`src/rtl/led_alarm_pkg.sv`:
```
// Shared types and constants for the LED alarm indicator.
// Channel FSM states and LED drive levels.
package led_alarm_pkg;

  typedef enum logic [1:0] {
    IDLE  = 2'd0,
    MARK  = 2'd1,
    SPACE = 2'd2,
    GAP   = 2'd3
  } ch_state_e;

  localparam logic LED_ON  = 1'b1;
  localparam logic LED_OFF = 1'b0;

endpackage

```
`src/rtl/led_alarm_ch.sv`:
```
// One LED channel: blink/burst-code FSM with its counters.
// The LED is registered and follows the level of the next state.
import led_alarm_pkg::*;

module led_alarm_ch #(
  parameter int HALF_PERIOD = 25_000_000,
  parameter int CNT_W       = 25,
  parameter int CODE_W      = 4,
  parameter int GAP_HALVES  = 4
) (
  input  logic              clk,
  input  logic              rst_n,
  input  logic              active_i,
  input  logic [CODE_W-1:0] code_i,
  output logic              led_o
);

  localparam logic [CNT_W-1:0] CNT_LAST =
    CNT_W'(HALF_PERIOD - 1);
  localparam logic [CODE_W-1:0] GAP_LAST =
    CODE_W'(GAP_HALVES - 1);

  ch_state_e         state_q;
  logic [CNT_W-1:0]  cnt_q;
  logic [CODE_W-1:0] pc_q;
  logic [CODE_W-1:0] code_q;
  logic              led_q;

  logic              half_done;
  logic [CNT_W-1:0]  cnt_inc;
  logic [CODE_W:0]   pc_nxt_w;
  logic [CODE_W-1:0] pc_sat;
  logic              more_pulses;

  // End-of-half and pulse-count helpers for the FSM below
  always_comb begin
    half_done   = (cnt_q == CNT_LAST);
    cnt_inc     = cnt_q + 1'b1;
    pc_nxt_w    = {1'b0, pc_q} + 1'b1;
    pc_sat      = (&pc_q) ? pc_q : pc_q + 1'b1;
    more_pulses = (code_q == '0) ||
                  (pc_nxt_w < {1'b0, code_q});
  end

  // Channel FSM with registered LED level
  always_ff @(posedge clk or negedge rst_n) begin
    if (!rst_n) begin
      state_q <= IDLE;
      cnt_q   <= '0;
      pc_q    <= '0;
      code_q  <= '0;
      led_q   <= LED_OFF;
    end else if (!active_i) begin
      state_q <= IDLE;
      cnt_q   <= '0;
      pc_q    <= '0;
      led_q   <= LED_ON;
    end else begin
      unique case (state_q)
        IDLE: begin
          state_q <= MARK;
          cnt_q   <= '0;
          pc_q    <= '0;
          code_q  <= code_i;
          led_q   <= LED_ON;
        end
        MARK: begin
          if (half_done) begin
            state_q <= SPACE;
            cnt_q   <= '0;
            led_q   <= LED_OFF;
          end else begin
            cnt_q   <= cnt_inc;
            led_q   <= LED_ON;
          end
        end
        SPACE: begin
          if (half_done) begin
            cnt_q <= '0;
            led_q <= LED_ON;
            if (more_pulses) begin
              state_q <= MARK;
              pc_q    <= pc_sat;
            end else begin
              state_q <= GAP;
              pc_q    <= '0;
            end
          end else begin
            cnt_q <= cnt_inc;
            led_q <= LED_OFF;
          end
        end
        GAP: begin
          led_q <= LED_ON;
          if (half_done) begin
            cnt_q <= '0;
            if (pc_q == GAP_LAST) begin
              state_q <= MARK;
              pc_q    <= '0;
              code_q  <= code_i;
            end else begin
              pc_q    <= pc_q + 1'b1;
            end
          end else begin
            cnt_q <= cnt_inc;
          end
        end
        default: begin
          state_q <= IDLE;
          cnt_q   <= '0;
          pc_q    <= '0;
          led_q   <= LED_ON;
        end
      endcase
    end
  end

  assign led_o = led_q;

endmodule

```
`src/rtl/led_alarm_mc.sv`:
```
// Multi-channel LED alarm indicator top level.
// Sticky latches, per-channel activity, channel array, any_err.
import led_alarm_pkg::*;

module led_alarm_mc #(
  parameter int N_CH        = 4,
  parameter int HALF_PERIOD = 25_000_000,
  parameter int CNT_W       = 25,
  parameter int CODE_W      = 4,
  parameter int GAP_HALVES  = 4,
  parameter int STICKY      = 0
) (
  input  logic                   clk,
  input  logic                   rst_n,
  input  logic [N_CH-1:0]        error_flag,
  input  logic [N_CH*CODE_W-1:0] err_code,
  input  logic                   clr,
  output logic [N_CH-1:0]        led,
  output logic [N_CH-1:0]        err_latched,
  output logic                   any_err
);

  localparam logic STK_EN = (STICKY != 0);

  logic [N_CH-1:0] latch_q;
  logic [N_CH-1:0] latch_d;
  logic [N_CH-1:0] active;
  logic            any_err_q;
  logic            any_err_d;

  // Latch next state: set beats clear; held at 0 when not sticky
  always_comb begin
    latch_d = '0;
    if (STK_EN) begin
      latch_d = error_flag | (latch_q & ~{N_CH{clr}});
    end
    active    = error_flag | (latch_q & {N_CH{STK_EN}});
    any_err_d = |active;
  end

  // Sticky latch and any_err registers
  always_ff @(posedge clk or negedge rst_n) begin
    if (!rst_n) begin
      latch_q   <= '0;
      any_err_q <= 1'b0;
    end else begin
      latch_q   <= latch_d;
      any_err_q <= any_err_d;
    end
  end

  for (genvar i = 0; i < N_CH; i++) begin : g_ch
    led_alarm_ch #(
      .HALF_PERIOD (HALF_PERIOD),
      .CNT_W       (CNT_W),
      .CODE_W      (CODE_W),
      .GAP_HALVES  (GAP_HALVES)
    ) u_ch (
      .clk      (clk),
      .rst_n    (rst_n),
      .active_i (active[i]),
      .code_i   (err_code[i*CODE_W +: CODE_W]),
      .led_o    (led[i])
    );
  end

  assign err_latched = latch_q;
  assign any_err     = any_err_q;

endmodule

```
`config.mk`:
```
export PLATFORM = sky130hd
export DESIGN_NAME = led_alarm_mc
export DESIGN_NICKNAME = d
export VERILOG_FILES = /design/src/rtl/led_alarm_pkg.sv /design/src/rtl/led_alarm_ch.sv /design/src/rtl/led_alarm_mc.sv
export SDC_FILE = /design/constraint.sdc
export NUM_CORES = 1
export LEC_CHECK = 0
export CAP_MARGIN = 20
export CORE_AREA = 4 4 126 128
export DETAILED_ROUTE_END_ITERATION = 10
export DIE_AREA = 0 0 130 132
export GPL_ROUTABILITY_DRIVEN = 0
export PLACE_DENSITY = 0.73
export RECOVER_POWER = 50
export SYNTH_ARGS = -nofsm -noshare
export SYNTH_HDL_FRONTEND = slang
export SYNTH_SLANG_ARGS = --single-unit
```
`constraint.sdc`:
```
create_clock -name clk -period 2.25 [get_ports clk]
set_input_delay 0.5625 -clock clk [delete_from_list [all_inputs] [get_ports clk]]
set_output_delay 0.5625 -clock clk [all_outputs]
set_load 0.01 [all_outputs]
```
# Yosys cells after proc, flatten, opt, wreduce, memory -nomap -nowiden
# Cells that the tools add are included.
[classes] mux=96 order_cmp=4 n_reduce_logical=41 eq_ne=52 n_addsub=12
[ops] cell="two-way mux 25 bit" count=8
[ops] cell="one-hot mux 25 bit (2 select lines)" count=4
[ops] cell="two-way mux 4 bit" count=32
[ops] cell="adder 25 x 1 -> 25 bit, second input constant" count=4
[ops] cell="== test 25 bit, second input constant" count=4
[ops] cell="AND reduction 4 bit" count=16
[ops] cell="two-way mux 2 bit" count=24
[ops] cell="inequality test 3 x 2 -> 1 bit, second input constant" count=16
[ops] cell="one-hot mux 4 bit (3 select lines)" count=4
[ops] cell="one-hot mux 2 bit (4 select lines)" count=4
[ops] cell="one-hot mux 4 bit (2 select lines)" count=4
[ops] cell="adder 4 x 1 -> 5 bit, second input constant" count=4
[ops] cell="< comparator 5 x 4 -> 1 bit" count=4
[ops] cell="adder 4 x 1 -> 4 bit, second input constant" count=4
[ops] cell="== test 2 bit, second input constant" count=8
[ops] cell="== test 4 x 2 -> 1 bit, second input constant" count=4
[ops] cell="logical NOT 4 bit" count=4
[ops] cell="inequality test 2 x 1 -> 1 bit, second input constant" count=8
[ops] cell="inequality test 4 x 1 -> 1 bit, second input constant" count=4
[ops] cell="inequality test 4 bit, second input constant" count=4
[ops] cell="two-way mux 1 bit" count=12
[ops] cell="one-hot mux 1 bit (3 select lines)" count=4
[ops] cell="OR reduction 3 bit" count=4
[ops] cell="== test 2 x 1 -> 1 bit, second input constant" count=4
[ops] cell="5 further kinds" count=17
[word_totals] in_bits=23 reg_bits=145 word_cells=226 out_inout_bits=9

# Depth between registers and ports, before layout
# Gate-level depths: netlist (run 1).
[logic_depth] word_depth=7 ltp_mapped=10 mapped_depth_nobuf=10

# Modules after synthesis
# A second synthesis (run 1) with hierarchy kept.
[unflattened] cells_unflattened=858 hier_area_um2=8545.7
[modules_own_cells] mod="led_alarm_ch (g_ch[0].u_ch ...)" instances=2 cells_per_inst=215 area_per_inst_um2=2123.3 seq_area_each_um2=900.9
[modules_own_cells] mod="led_alarm_ch (g_ch[1].u_ch)" instances=1 cells_per_inst=212 area_per_inst_um2=2167.1 seq_area_each_um2=900.9
[modules_own_cells] mod="led_alarm_ch (g_ch[3].u_ch)" instances=1 cells_per_inst=209 area_per_inst_um2=2065.7 seq_area_each_um2=900.9
[modules_own_cells] mod="led_alarm_mc" instances=1 cells_per_inst=7 area_per_inst_um2=66.3 seq_area_each_um2=25.0

# Worst setup path before layout (run 1)
# Ideal clock, no wire load.
[synth_path] path_type="flip-flop to flip-flop" start="reg g_ch[0].u_ch.pc_q[0]" end="reg g_ch[0].u_ch.pc_q[2]" period_less_slack_ns=2.251 stages_incl_launch_ff=11 required_time_ns=2.187 setup_slack_ns=-0.001 arrival_time_ns=2.188 n_path_buf=0 setup_ns=0.063 path_cell_list="dfrtp_1 -> ha_1 -> inv_1 -> nor2_1 -> or2_2 -> ha_1 -> o21ai_0 -> a21oi_1 -> o311ai_0 -> o2111ai_1 -> a21bo_2"
[synth_between] elab_chain_cells=7 elab_cells_between_ends=15 cone_classes="2 x add/sub; 1 x order compare; 2 x eq/ne; 7 x mux; 3 x reduce/logical"
[synth_lines] item="start, declared" line_no="led_alarm_ch.sv:25" rtl="logic [CODE_W-1:0] pc_q;"
[synth_lines] item="start signal, assigned" line_no="led_alarm_ch.sv:83" rtl="pc_q <= pc_sat;"
[synth_lines] item="start signal, assigned" line_no="led_alarm_ch.sv:102" rtl="pc_q <= pc_q + 1'b1;"
[synth_lines] item="adder 4 x 1 -> 5 bit" line_no="led_alarm_ch.sv:39" rtl="pc_nxt_w = {1'b0, pc_q} + 1'b1;"
[synth_lines] item="< comparator 5 x 4 -> 1 bit" line_no="led_alarm_ch.sv:42" rtl="(pc_nxt_w < {1'b0, code_q});"
[synth_lines] item="logical OR 1 bit" line_no="led_alarm_ch.sv:41" rtl="more_pulses = (code_q == '0) ||"
[synth_lines] item="two-way mux 4 bit" line_no="led_alarm_ch.sv:81" rtl="if (more_pulses) begin"
[synth_lines] item="two-way mux 4 bit" line_no="led_alarm_ch.sv:78" rtl="if (half_done) begin"
[synth_lines] item="one-hot mux 4 bit (3 select lines)" line_no="led_alarm_ch.sv:59" rtl="unique case (state_q)"
[synth_lines] item="two-way mux 4 bit" line_no="led_alarm_ch.sv:53" rtl="end else if (!active_i) begin"
# Several ways; a longest one is shown, not always the timed one. The select of a mux whose other input is x is not followed.
# A chain may end at the register's enable or synchronous reset.

# Worst setup path in the final report (run 1)
[layout_path] start="reg g_ch[1].u_ch.pc_q[1]" end="reg g_ch[1].u_ch.pc_q[0]"
[layout_between] elab_chain_cells=7 elab_cells_between_ends=13 cone_classes="1 x add/sub; 1 x order compare; 2 x eq/ne; 6 x mux; 3 x reduce/logical"
[layout_lines] item="start, declared" line_no="led_alarm_ch.sv:25"
[layout_lines] item="start signal, assigned" line_no="led_alarm_ch.sv:83"
[layout_lines] item="start signal, assigned" line_no="led_alarm_ch.sv:102"
[layout_lines] item="adder 4 x 1 -> 5 bit" line_no="led_alarm_ch.sv:39"
[layout_lines] item="< comparator 5 x 4 -> 1 bit" line_no="led_alarm_ch.sv:42"
[layout_lines] item="logical OR 1 bit" line_no="led_alarm_ch.sv:41"
[layout_lines] item="two-way mux 4 bit" line_no="led_alarm_ch.sv:81"
[layout_lines] item="two-way mux 4 bit" line_no="led_alarm_ch.sv:78"
[layout_lines] item="one-hot mux 4 bit (3 select lines)" line_no="led_alarm_ch.sv:59"
[layout_lines] item="two-way mux 4 bit" line_no="led_alarm_ch.sv:53"
# Several ways; a longest one is shown, not always the timed one. The select of a mux whose other input is x is not followed.

==> impl_metrics.py, run 1 <==
metrics = {
    "clocking": {
        "clock_sinks": 145,
        "cts-htree-levels": 4,
        "max_buffers_root_to_sink": 2,
        "cts_tree": "built",
        "tritoncts.num_buffers": 17,
        "cts_hold_buffers": 0,
        "cts.root.buffer_cell": "sky130_fd_sc_hd__clkbuf_16",
        "worstSkewPairLatency_ns": 0.42,
        "clkSlewWorstSetupHoldPaths_ns": 0.06,
    },
    "critical_path": {
        "worst_r2r_path_depth": 10,
        "reg2reg_from": "g_ch[1].u_ch.pc_q[1]",
        "crit_start": "g_ch[1].u_ch.pc_q[1]",
        "worst_setup_path_end_kind": "flop",
        "crit_path_max_fanout": 4,
        "timing.setup.critical_path_class": "reg -> reg",
        "worst_ep_arrival_time_ns": 2.55,
        "crit_path_start_kind": "flop",
        "timing.critical_path.required_ns": 2.56,
    },
    "drt": {
        "vias_per_cell": 5.585,
        "totalWireLength_um": 16170,
        "first_pass_iters": 5,
        "post-route-drc-count": 0,
        "drt.antenna.violating_nets": 0,
        "routed-via-count": 6171,
        "dr.first_iter.drc_count": 270,
        "wl_per_cell_um": 14.63,
    },
    "synth": {
        "synth_top_family_by_area": "simple AND/OR/NAND/NOR gates",
        "xor_xnor_fraction_of_synth_area": 0.1009,
        "synth_area_in_compound_gates": 0.08384,
        "synth_edf_count": 0,
        "synth.yosys.warnings": 0,
        "syn_inst": 841,
        "synth_commonest_cells": "sky130_fd_sc_hd__dfrtp_1 (145), sky130_fd_sc_hd__nor2_1 (122), sky130_fd_sc_hd__xnor2_1 (57), sky130_fd_sc_hd__inv_1 (51), sky130_fd_sc_hd__nand3_1 (44)",
        "synth_top_flop_cell": "sky130_fd_sc_hd__dfrtp_1",
        "synth_area_um2": 8163,
        "synth_mux_area_frac": 0.03158,
        "post-synth-top-count-cell": "sky130_fd_sc_hd__dfrtp_1",
        "synth_cell_type_count": 69,
        "synth.top_cells.by_area": "sky130_fd_sc_hd__dfrtp_1 (44%), sky130_fd_sc_hd__ha_1 (6.1%), sky130_fd_sc_hd__xnor2_1 (6.1%)",
        "netlist.area_leader.share": 0.4445,
        "synth_sequential_area_ratio": 0.4445,
        "synth-adder-area-share": 0.06131,
        "yosys_register_bits": 145,
        "synth-async-reset-ratio": 1.000,
        "yosys.area.top_type": "sky130_fd_sc_hd__dfrtp_1",
        "post_synth_and_or_nand_nor_area_fraction": 0.2321,
        "synth.avg_cell_area_um2": 9.706,
    },
    "place": {
        "hpwl_um": 10930,
        "port_buffers": 26,
    },
    "die": {
        "fp.coreArea_um2": 14860,
        "ios": 32,
        "die_area_um2": 17160,
        "die_x_um": 130,
        "die_y_um": 132,
        "row_count": 45,
        "start_util": 0.5492,
    },
    "pwr": {
        "total_leakage_power_uw": 0.004077,
        "ir_worst_vdd_v": 0.0005636,
        "power.density_nw_per_um2": 774.3,
    },
    "sta": {
        "finClkSkew_ns": 0.005936,
        "maxSlewHeadroom": 0.1217,
        "finalMaxSlewViolations": 0,
        "total_of_endpoints_with_negative_setup_slack_in_the_final_report": 0,
        "finalCritPeriodShare": 0.9979,
        "timing.fmax_ghz": 0.4454,
        "post-route-min-period_ns": 2.245,
        "grt_setup_unrepaired": "true",
        "final_layout_setup_total_negative_slack_ns": 0,
        "final_hold_vio_count": 0,
        "worst-slew-pin-transition_ns": 1.317,
    },
    "global_route": {
        "global_route.usage.total": 0.1936,
        "number_of_antenna_violations_at_the_first_check_in_global_routing": 0,
        "grt_max_degree": 54,
        "vias_in_the_first_global_route": 5968,
        "grt.overflow.total": 0,
        "global_route_wire_length_before_repair_um": 27430,
    },
    "final_layout": {
        "layout.core_utilization": 0.6424,
        "antenna_cells_inserted": 0,
        "fill_cells": 1220,
        "final_layout_size_suffix_gt1_frac": 0.1494,
        "flow.area_growth_from_synthesis_pct": 16.98,
        "nets": 969,
        "seqCellArea_um2": 3628,
        "multi_input_gate_area_um2": 4324,
    },
    "min_path": {
        "min_path_type": "in -> async",
    },
    "run": {
        "maxCapViolCount": 0,
    },
    "status": {
        "outcome": "complete, no violations",
    },
}
==> power breakdown <==
group | total (uW) | internal, uW | switching [uW]
logic | 1730 | 760 | 974
registers | 3080 | 2870 | 214
clock network | 2580 | 1560 | 1020
total | 7390 | 5190 | 2200
==> cells by family after synthesis <==
logic type	after synthesis
AOI/OAI and AO/OA	94
other	1
adders and majority gates	40
buffers and inverters	84
and+or+nand+nor	361
DFF	145
xor gates and xnor gates	94
muxes	22
==> repair_timing <==
action | in CTS | in global routing
pin swaps | 4 | 14
resized for setup | 5 | 27
setup endpoints to repair | 15 | 23
buffers inserted | 1 | 3
==> layout make-up <==
class | count | area share
Inverter | 51 | 0.02005
Tap cell | 188 | 0.02463
Multi-Input combinational cell | 615 | 0.4528
Timing Repair Buffer | 76 | 0.06564
Clock inverter | 5 | 0.002883
Sequential cell | 145 | 0.3800
Clock buffer | 25 | 0.05398
==> registers in the layout, summed over array words and instances (netlist names) <==
name	flops
g_ch.u_ch.led_o	4
g_ch.u_ch.code_q	16
g_ch.u_ch.cnt_q	100
any_err	1
g_ch.u_ch.pc_q	16
g_ch.u_ch.state_q	8
==> per-stage QoR <==
stage	std cells	hold WS, ns	setup WS (ns)	cell area, um^2	power [uW]
floorplan	844	0.2669	0.03878	8174	4285
global placement	1071	0.4409	-0.04991	8862	4698
detailed placement	1071	0.4467	-0.07619	8862	4736
CTS	1102	0.1090	-0.03411	9440	7368
global route	1105	0.4795	-0.06161	9549	7817
finish	1105	0.4328	0.004704	9549	7394
==> metal layers <==
| layer | share of wire | global-route usage | vias up | routed length [um] |
|---|---|---|---|---|
| met4 | 0.017 | 0.06062 | 0 | 268 |
| met1 | 0.47 | 0.2607 | 2974 | 7606 |
| met5 | 0 | 0 | - | 0 |
| met3 | 0.031 | 0.04700 | 29 | 500 |
| li1 | - | - | 3078 | - |
| met2 | 0.48 | 0.3092 | 90 | 7794 |
==> path summary, 6_finish.rpt <==
| kind | end | slack [ns] |
|---|---|---|
| worst max-delay path | g_ch[1].u_ch.pc_q[0] | 0.005 |
| worst min-delay path | g_ch[2].u_ch.cnt_q[21] | 0.43 |
| worst max register to register | g_ch[1].u_ch.pc_q[0] | 0.005 |
| worst min register to register | g_ch[2].u_ch.cnt_q[0] | 0.45 |
| max in group asynchronous | g_ch[0].u_ch.state_q[1] | 0.41 |
| min in group clk | g_ch[2].u_ch.cnt_q[0] | 0.45 |
==> cell usage in the layout, fill, tap and decap left out, types with 4 or more instances in the layout <==
cell / netlist / layout
sky130_fd_sc_hd__a21bo_2: 7 / 7
sky130_fd_sc_hd__nor2_1: 122 / 122
sky130_fd_sc_hd__o211ai_1: 6 / 6
sky130_fd_sc_hd__a211oi_1: 5 / 5
sky130_fd_sc_hd__nand3_1: 44 / 43
sky130_fd_sc_hd__mux2_2: 10 / 8
sky130_fd_sc_hd__or4_1: 4 / 4
sky130_fd_sc_hd__conb_1: 1 / 4
sky130_fd_sc_hd__nor4_1: 21 / 21
sky130_fd_sc_hd__nor4b_1: 4 / 4
sky130_fd_sc_hd__clkinv_2: 0 / 4
sky130_fd_sc_hd__clkdlybuf4s50_1: 0 / 25
sky130_fd_sc_hd__o21ai_0: 16 / 13
sky130_fd_sc_hd__mux2_4: 4 / 6
sky130_fd_sc_hd__clkbuf_8: 0 / 6
sky130_fd_sc_hd__mux2_1: 4 / 4
sky130_fd_sc_hd__or3_1: 6 / 6
sky130_fd_sc_hd__and4_1: 7 / 7
sky130_fd_sc_hd__nand4_1: 28 / 28
sky130_fd_sc_hd__ha_2: 0 / 4
sky130_fd_sc_hd__nor2b_1: 8 / 7
sky130_fd_sc_hd__nand2b_1: 4 / 4
sky130_fd_sc_hd__mux2i_1: 4 / 4
sky130_fd_sc_hd__nor3_1: 19 / 19
sky130_fd_sc_hd__buf_4: 9 / 47
sky130_fd_sc_hd__and2_1: 12 / 12
sky130_fd_sc_hd__inv_1: 51 / 50
sky130_fd_sc_hd__clkbuf_16: 0 / 17
sky130_fd_sc_hd__a21oi_1: 16 / 13
sky130_fd_sc_hd__ha_1: 40 / 33
sky130_fd_sc_hd__nand2_1: 32 / 32
sky130_fd_sc_hd__dfrtp_1: 145 / 145
sky130_fd_sc_hd__o31ai_1: 5 / 5
sky130_fd_sc_hd__and3_1: 28 / 27
sky130_fd_sc_hd__xor2_1: 37 / 37
sky130_fd_sc_hd__xnor2_1: 57 / 56
sky130_fd_sc_hd__a22o_1: 5 / 5
==> worst max-delay path, stage by stage, from the launching register on <==
cell	delay (ns)
sky130_fd_sc_hd__dfrtp_1	0.38
sky130_fd_sc_hd__ha_2	0.20
sky130_fd_sc_hd__nand2b_1	0.12
sky130_fd_sc_hd__inv_2	0.05
sky130_fd_sc_hd__or2_4	0.23
sky130_fd_sc_hd__ha_4	0.26
sky130_fd_sc_hd__o21ai_1	0.08
sky130_fd_sc_hd__a21oi_2	0.17
sky130_fd_sc_hd__o221ai_2	0.14
sky130_fd_sc_hd__and3_4	0.22
sky130_fd_sc_hd__mux2_4	0.26
No activity file was read; power rests on OpenSTA's default activity.
==> inputs of run 2 (changes only) <==
--- a/config.mk
+++ b/config.mk
@@ -6,11 +6,11 @@
 export NUM_CORES = 1
 export LEC_CHECK = 0
 export CAP_MARGIN = 20
-export CORE_AREA = 4 4 126 128
+export CORE_AREA = 4 4 145 147
 export DETAILED_ROUTE_END_ITERATION = 10
-export DIE_AREA = 0 0 130 132
+export DIE_AREA = 0 0 149 151
 export GPL_ROUTABILITY_DRIVEN = 0
-export PLACE_DENSITY = 0.73
+export PLACE_DENSITY = 0.57
 export RECOVER_POWER = 50
 export SYNTH_ARGS = -nofsm -noshare
 export SYNTH_HDL_FRONTEND = slang
==> run 2 against run 1 <==
  * Routed wire length rose by 1.1%
  * Sequential share of layout area fell by 1.1 points
  * Via count fell by 2.3%
  * Cell count rose by 8.1%
  * Combinational power rose by 5%
  * Non-clock buffer count rose by 5
==> impl_metrics.py, run 2 (synthesis gave the netlist of run 1 again) <==
metrics = {
    "clocking": {
        "max_buffers_root_to_sink": 2,
        "cts-htree-levels": 4,
        "cts_tree": "built",
        "clkSlewWorstSetupHoldPaths_ns": 0.06,
        "cts.root.buffer_cell": "sky130_fd_sc_hd__clkbuf_16",
        "cts_hold_buffers": 0,
        "clock_sinks": 145,
        "worstSkewPairLatency_ns": 0.42,
        "tritoncts.num_buffers": 17,
    },
    "min_path": {
        "min_path_type": "in -> async",
    },
    "status": {
        "outcome": "complete, no violations",
    },
    "critical_path": {
        "cp_cell_sequence": "ha_2 -> nor2b_4 -> or2_4 -> ha_4 -> o21ai_2 -> a21oi_2 -> o41ai_2 -> and3_4 -> mux2_4",
        "cpLargestDelayFamily": "simple AND/OR/NAND/NOR gates",
        "crit_path_max_fanout": 3,
        "worst_path_max_delay_cell": "sky130_fd_sc_hd__dfrtp_1",
        "worst_ep_arrival_time_ns": 2.53,
        "timing.critical_path.required_ns": 2.61,
        "cp.buffers_inverters": 0,
        "worst_setup_path_end_kind": "flop",
        "timing.setup.critical_path_class": "reg -> reg",
        "timing.critical_path.slowest_cell_delay_ns": 0.38,
        "crit_path_start_kind": "flop",
    },
    "final_layout": {
        "fill_cells": 1892,
        "multi_input_gate_area_um2": 4345,
        "max_flop_register": "g_ch.u_ch.cnt_q",
        "flow.area_growth_from_synthesis_pct": 20.46,
        "layout_top_registers": "g_ch.u_ch.cnt_q x100, g_ch.u_ch.code_q x16, g_ch.u_ch.pc_q x16",
        "final_design_area_excluding_fillers_um2": 9833,
        "seqCellArea_um2": 3628,
        "final_common_cell": "sky130_fd_sc_hd__dfrtp_1",
        "antenna_cells_inserted": 0,
        "final_layout_size_suffix_gt1_frac": 0.1602,
        "nets": 974,
        "largest_register_ff_count": 100,
        "most-common-layout-cells": "sky130_fd_sc_hd__dfrtp_1 (145), sky130_fd_sc_hd__nor2_1 (121), sky130_fd_sc_hd__xnor2_1 (57)",
    },
    "die": {
        "row_count": 52,
        "die_y_um": 151,
        "ios": 32,
        "fp.coreArea_um2": 19910,
        "die_x_um": 149,
        "die_area_um2": 22500,
        "start_util": 0.4100,
    },
    "sta": {
        "timing.hold.ws_ns": 0.2924,
        "post-route-min-period_ns": 2.170,
        "maxSlewHeadroom": 0.3527,
        "final_layout_setup_total_negative_slack_ns": 0,
        "finClkSkew_ns": 0.009975,
        "worst-slew-pin-transition_ns": 0.9709,
        "finalCritPeriodShare": 0.9646,
        "final_hold_vio_count": 0,
        "total_of_endpoints_with_negative_setup_slack_in_the_final_report": 0,
        "finalMaxSlewViolations": 0,
        "timing.fmax_ghz": 0.4608,
        "grt_setup_unrepaired": "true",
    },
    "drt": {
        "routed-via-count": 6028,
        "vias_per_cell": 5.049,
        "first_pass_iters": 4,
        "totalWireLength_um": 16360,
        "drt.antenna.violating_nets": 0,
        "dr.first_iter.drc_count": 276,
        "wl_per_cell_um": 13.70,
        "post-route-drc-count": 0,
    },
    "global_route": {
        "global_route_wire_length_before_repair_um": 28420,
        "global_route.usage.total": 0.1530,
        "grt.overflow.total": 0,
        "number_of_antenna_violations_at_the_first_check_in_global_routing": 0,
        "vias_in_the_first_global_route": 5917,
        "grt_max_degree": 60,
    },
    "place": {
        "cell_area_placed_um2": 8997,
        "port_buffers": 26,
        "hpwl_um": 11110,
    },
    "pwr": {
        "power.density_nw_per_um2": 812.9,
        "ir_worst_vdd_v": 0.0005231,
        "total_power_uw": 7993,
        "total_leakage_power_uw": 0.004141,
    },
    "run": {
        "maxCapViolCount": 0,
    },
}
-- run 2: repair_timing --
item,4_1_cts,5_1_grt
resized for setup,7,29
endpoints found under the setup margin,10,25
buffers inserted,4,4
pin swaps,7,13
-- run 2: report_power, final --
group	internal, uW	switching (uW)	total, uW	leakage [uW]
Combinational	829	995	1820	0.00187
Sequential	2860	206	3070	0.00196
Clock	1980	1120	3100	0.000309
Total	5670	2320	7990	0.00414
-- run 2: metrics by stage --
step                  util  worst slack, ns  instances
detailed placement  0.4519          -0.1040       1154
global route        0.4939         -0.07283       1194
CTS                 0.4872          0.01865       1190
finish              0.4939          0.07969       1194
global placement    0.4519         -0.05525       1154
floorplan                -          0.03878        844
-- run 2: worst reg2reg max path, cell delays in order (launching register included) --
cell and delay (ns):
sky130_fd_sc_hd__dfrtp_1 0.38, sky130_fd_sc_hd__ha_2 0.21, sky130_fd_sc_hd__nor2b_4 0.13, sky130_fd_sc_hd__or2_4 0.26, sky130_fd_sc_hd__ha_4 0.21, sky130_fd_sc_hd__o21ai_2 0.14
sky130_fd_sc_hd__a21oi_2 0.06, sky130_fd_sc_hd__o41ai_2 0.33, sky130_fd_sc_hd__and3_4 0.26, sky130_fd_sc_hd__mux2_4 0.14
-- run 2: path summary, 6_finish.rpt --
kind	from	cells past startpoint	end	slack, ns
worst max-delay path	g_ch[2].u_ch.pc_q[1]	9	g_ch[2].u_ch.pc_q[0]	0.08
worst min-delay path	rst_n	1	g_ch[1].u_ch.cnt_q[11]	0.29
worst max register to register	g_ch[2].u_ch.pc_q[1]	9	g_ch[2].u_ch.pc_q[0]	0.08
worst min register to register	g_ch[1].u_ch.cnt_q[0]	1	g_ch[1].u_ch.cnt_q[0]	0.45
max in group asynchronous	rst_n	2	g_ch[0].u_ch.cnt_q[20]	0.48
min in group clk	g_ch[1].u_ch.cnt_q[0]	1	g_ch[1].u_ch.cnt_q[0]	0.45
-- run 2: area by class of cell --
type,instances,share of cell area
Clock buffer,20,0.04441
Clock inverter,12,0.02100
Inverter,51,0.01947
Multi-Input combinational cell,615,0.4419
Sequential cell,145,0.3690
Tap cell,270,0.03436
Timing Repair Buffer,81,0.06986
-- run 2: metal layers --
metal	vias up	GRT usage	wire length (um)
met5	-	0	0
met4	0	0.04805	184
met3	17	0.02992	366
met2	62	0.2399	7629
met1	2874	0.2149	8175
li1	3075	-	-
==> inputs of run 3 (changes only) <==
--- a/config.mk
+++ b/config.mk
@@ -10,7 +10,7 @@
 export DETAILED_ROUTE_END_ITERATION = 10
 export DIE_AREA = 0 0 149 151
 export GPL_ROUTABILITY_DRIVEN = 0
-export PLACE_DENSITY = 0.57
+export PLACE_DENSITY = 0.55
 export RECOVER_POWER = 50
 export SYNTH_ARGS = -nofsm -noshare
 export SYNTH_HDL_FRONTEND = slang
==> constraint.sdc (replaced) <==
create_clock -name clk -period 2 [get_ports clk]
set_input_delay 0.5 -clock clk [delete_from_list [all_inputs] [get_ports clk]]
set_output_delay 0.5 -clock clk [all_outputs]
set_load 0.01 [all_outputs]
==> run 3 against run 2 <==
  * The flow now finishes with violations (setup timing)
  * Sequential share of layout area decreased by 2.8 points
  * Critical endpoint is now g_ch[1].u_ch.pc_q[2]
  * Via count is 7.1% higher
  * Worst hold slack gained 0.16 ns
  * Clock power fell by 7.4%
  * Largest power group is now sequential cells
  * Combinational power rose by 27%
  * Power grew 7.9%
==> impl_metrics.py, run 3 (synthesis gave the netlist of run 1 again) <==
metrics = {
    "status": {
        "outcome": "finished, violations left",
        "violations": "setup timing",
    },
    "clocking": {
        "worstSkewPairLatency_ns": 0.42,
        "cts_tree": "built",
        "cts-htree-levels": 4,
        "max_buffers_root_to_sink": 2,
        "clkSlewWorstSetupHoldPaths_ns": 0.06,
        "clock_sinks": 145,
        "tritoncts.num_buffers": 17,
        "cts.root.buffer_cell": "sky130_fd_sc_hd__clkbuf_16",
    },
    "pwr": {
        "power.density_nw_per_um2": 810.3,
        "total_leakage_power_uw": 0.004615,
        "ir_worst_vdd_v": 0.0005536,
    },
    "sta": {
        "setup_slack_after_layout_ns": -0.1667,
        "grt_setup_unrepaired": "true",
        "finalMaxSlewViolations": 0,
        "final_hold_vio_count": 0,
        "timing.hold.ws_ns": 0.4510,
        "maxSlewHeadroom": 0.3425,
        "timing.fmax_ghz": 0.4615,
        "finClkSkew_ns": 0.01020,
        "post-route-min-period_ns": 2.167,
        "worst-slew-pin-transition_ns": 0.9862,
        "total_of_endpoints_with_negative_setup_slack_in_the_final_report": 21,
        "finalCritPeriodShare": 1.083,
    },
    "die": {
        "fp.coreArea_um2": 19910,
        "die_y_um": 151,
        "ios": 32,
        "die_area_um2": 22500,
        "row_count": 52,
        "start_util": 0.4100,
        "die_x_um": 149,
    },
    "drt": {
        "first_pass_iters": 6,
        "post-route-drc-count": 0,
        "vias_per_cell": 5.038,
        "routed-via-count": 6459,
        "drt.antenna.violating_nets": 0,
        "totalWireLength_um": 17530,
        "wl_per_cell_um": 13.67,
        "dr.first_iter.drc_count": 143,
    },
    "critical_path": {
        "cp_cell_sequence": "ha_2 -> nand2b_1 -> inv_1 -> or2_4 -> ha_4 -> o21ai_2 -> a21oi_2 -> o221ai_2 -> buf_4 -> o2111ai_2 -> a21bo_2",
        "timing.setup.critical_path_class": "reg -> reg",
        "worst_path_max_delay_cell": "sky130_fd_sc_hd__dfrtp_1",
        "worst_r2r_endpoint": "g_ch[1].u_ch.pc_q[2]",
        "reg2reg_from": "g_ch[1].u_ch.pc_q[1]",
        "crit_path_max_fanout": 4,
        "worst_r2r_path_depth": 11,
        "reg2reg_setup_slack_ns": -0.17,
        "timing.critical_path.required_ns": 2.31,
        "worst_ep_arrival_time_ns": 2.48,
        "timing.critical_path.slowest_cell_delay_ns": 0.39,
        "worst_setup_path_end_kind": "flop",
        "crit_path_start_kind": "flop",
    },
    "run": {
        "maxCapViolCount": 0,
    },
    "final_layout": {
        "antenna_cells_inserted": 0,
        "max_flop_register": "g_ch.u_ch.cnt_q",
        "most-common-layout-cells": "sky130_fd_sc_hd__dfrtp_1 (145), sky130_fd_sc_hd__buf_4 (131), sky130_fd_sc_hd__nor2_1 (121)",
        "largest_register_ff_count": 100,
        "nets": 1062,
        "final_layout_size_suffix_gt1_frac": 0.2599,
        "final_common_cell": "sky130_fd_sc_hd__dfrtp_1",
        "fill_cells": 1855,
        "layout_top_registers": "g_ch.u_ch.cnt_q x100, g_ch.u_ch.code_q x16, g_ch.u_ch.pc_q x16",
        "flow.area_growth_from_synthesis_pct": 30.35,
    },
    "place": {
        "preCtsSetupSlack_ns": -0.2490,
        "port_buffers": 26,
        "hpwl_um": 11890,
    },
    "global_route": {
        "vias_in_the_first_global_route": 6392,
        "grt.overflow.total": 0,
        "grt_max_degree": 46,
        "global_route_wire_length_before_repair_um": 30080,
        "global_route.usage.total": 0.1627,
        "number_of_antenna_violations_at_the_first_check_in_global_routing": 0,
    },
    "min_path": {
        "min_path_type": "reg -> reg",
        "worstHoldPathCells": 1,
        "hold_end": "g_ch[1].u_ch.cnt_q[0]",
        "timing.hold.worst.start": "g_ch[1].u_ch.cnt_q[0]",
    },
}
## run 3: timing repair
item / in CTS / in global routing
buffers inserted: 12 / 5
hold buffers: 1 / 0
pin swaps: 31 / 20
gates resized for setup: 27 / 30
setup endpoints to repair: 32 / 114
endpoints found under the hold margin: 31 / 0
## run 3: final cells by class
cell class / count / area (um^2) / area share
repair buffers: 169 / 1388 / 0.1304
multi-input cells: 615 / 4571 / 0.4296
well taps: 270 / 337.8 / 0.03175
flip-flops and latches: 145 / 3628 / 0.3410
clock inverters: 12 / 87.58 / 0.008231
clock buffers: 20 / 436.7 / 0.04104
inverters: 51 / 191.4 / 0.01799
## run 3: critical path: cells and delay by family, from the launching register on
family	cells	cell delay [ns]
AND/OR/NAND/NOR	2	0.34
flip-flops	1	0.39
buffers and inverters	2	0.23
adder cells (fa/ha/maj)	2	0.47
AO/OA/AOI/OAI	5	0.64
## run 3: metal layers
metal | GRT usage | up-vias | wire length (um)
li1 | - | 3262 | -
met4 | 0.04943 | 0 | 217
met1 | 0.2128 | 3125 | 8440
met2 | 0.2725 | 55 | 8458
met5 | 0 | - | 0
met3 | 0.03471 | 17 | 410
## run 3: metrics by stage
stage	cell area, um^2	utilization	total power, uW	TNS (ns)	cells
global placement	9703	0.4874	5584	-3.029	1232
detailed placement	9703	0.4874	5600	-3.184	1232
floorplan	8282	-	4883	-0.4283	844
CTS	10460	0.5252	8645	-1.007	1277
global route	10640	0.5344	9183	-3.453	1282
finish	10640	0.5344	8622	-1.325	1282
## run 3: report_power, final
| group | internal [uW] | switching, uW | leakage, uW | total [uW] |
|---|---|---|---|---|
| registers | 3220 | 226 | 0.00196 | 3450 |
| logic | 1110 | 1190 | 0.00241 | 2310 |
| clock network | 1590 | 1280 | 0.000243 | 2870 |
## run 3: worst max path at each step
stage                            from                endpoint  slack, ns  cells past startpoint
5_1_grt          g_ch[1].u_ch.pc_q[1]    g_ch[1].u_ch.pc_q[2]      -0.26                     11
3_3_place_gp   g_ch[2].u_ch.cnt_q[17]  g_ch[2].u_ch.code_q[3]      -0.25                      6
6_report         g_ch[1].u_ch.pc_q[1]    g_ch[1].u_ch.pc_q[2]      -0.17                     11
2_1_floorplan    g_ch[1].u_ch.pc_q[0]    g_ch[1].u_ch.pc_q[0]      -0.10                     10
3_5_place_dp   g_ch[2].u_ch.cnt_q[15]  g_ch[2].u_ch.code_q[1]      -0.25                      6
4_1_cts          g_ch[1].u_ch.pc_q[0]    g_ch[1].u_ch.pc_q[2]      -0.11                     11
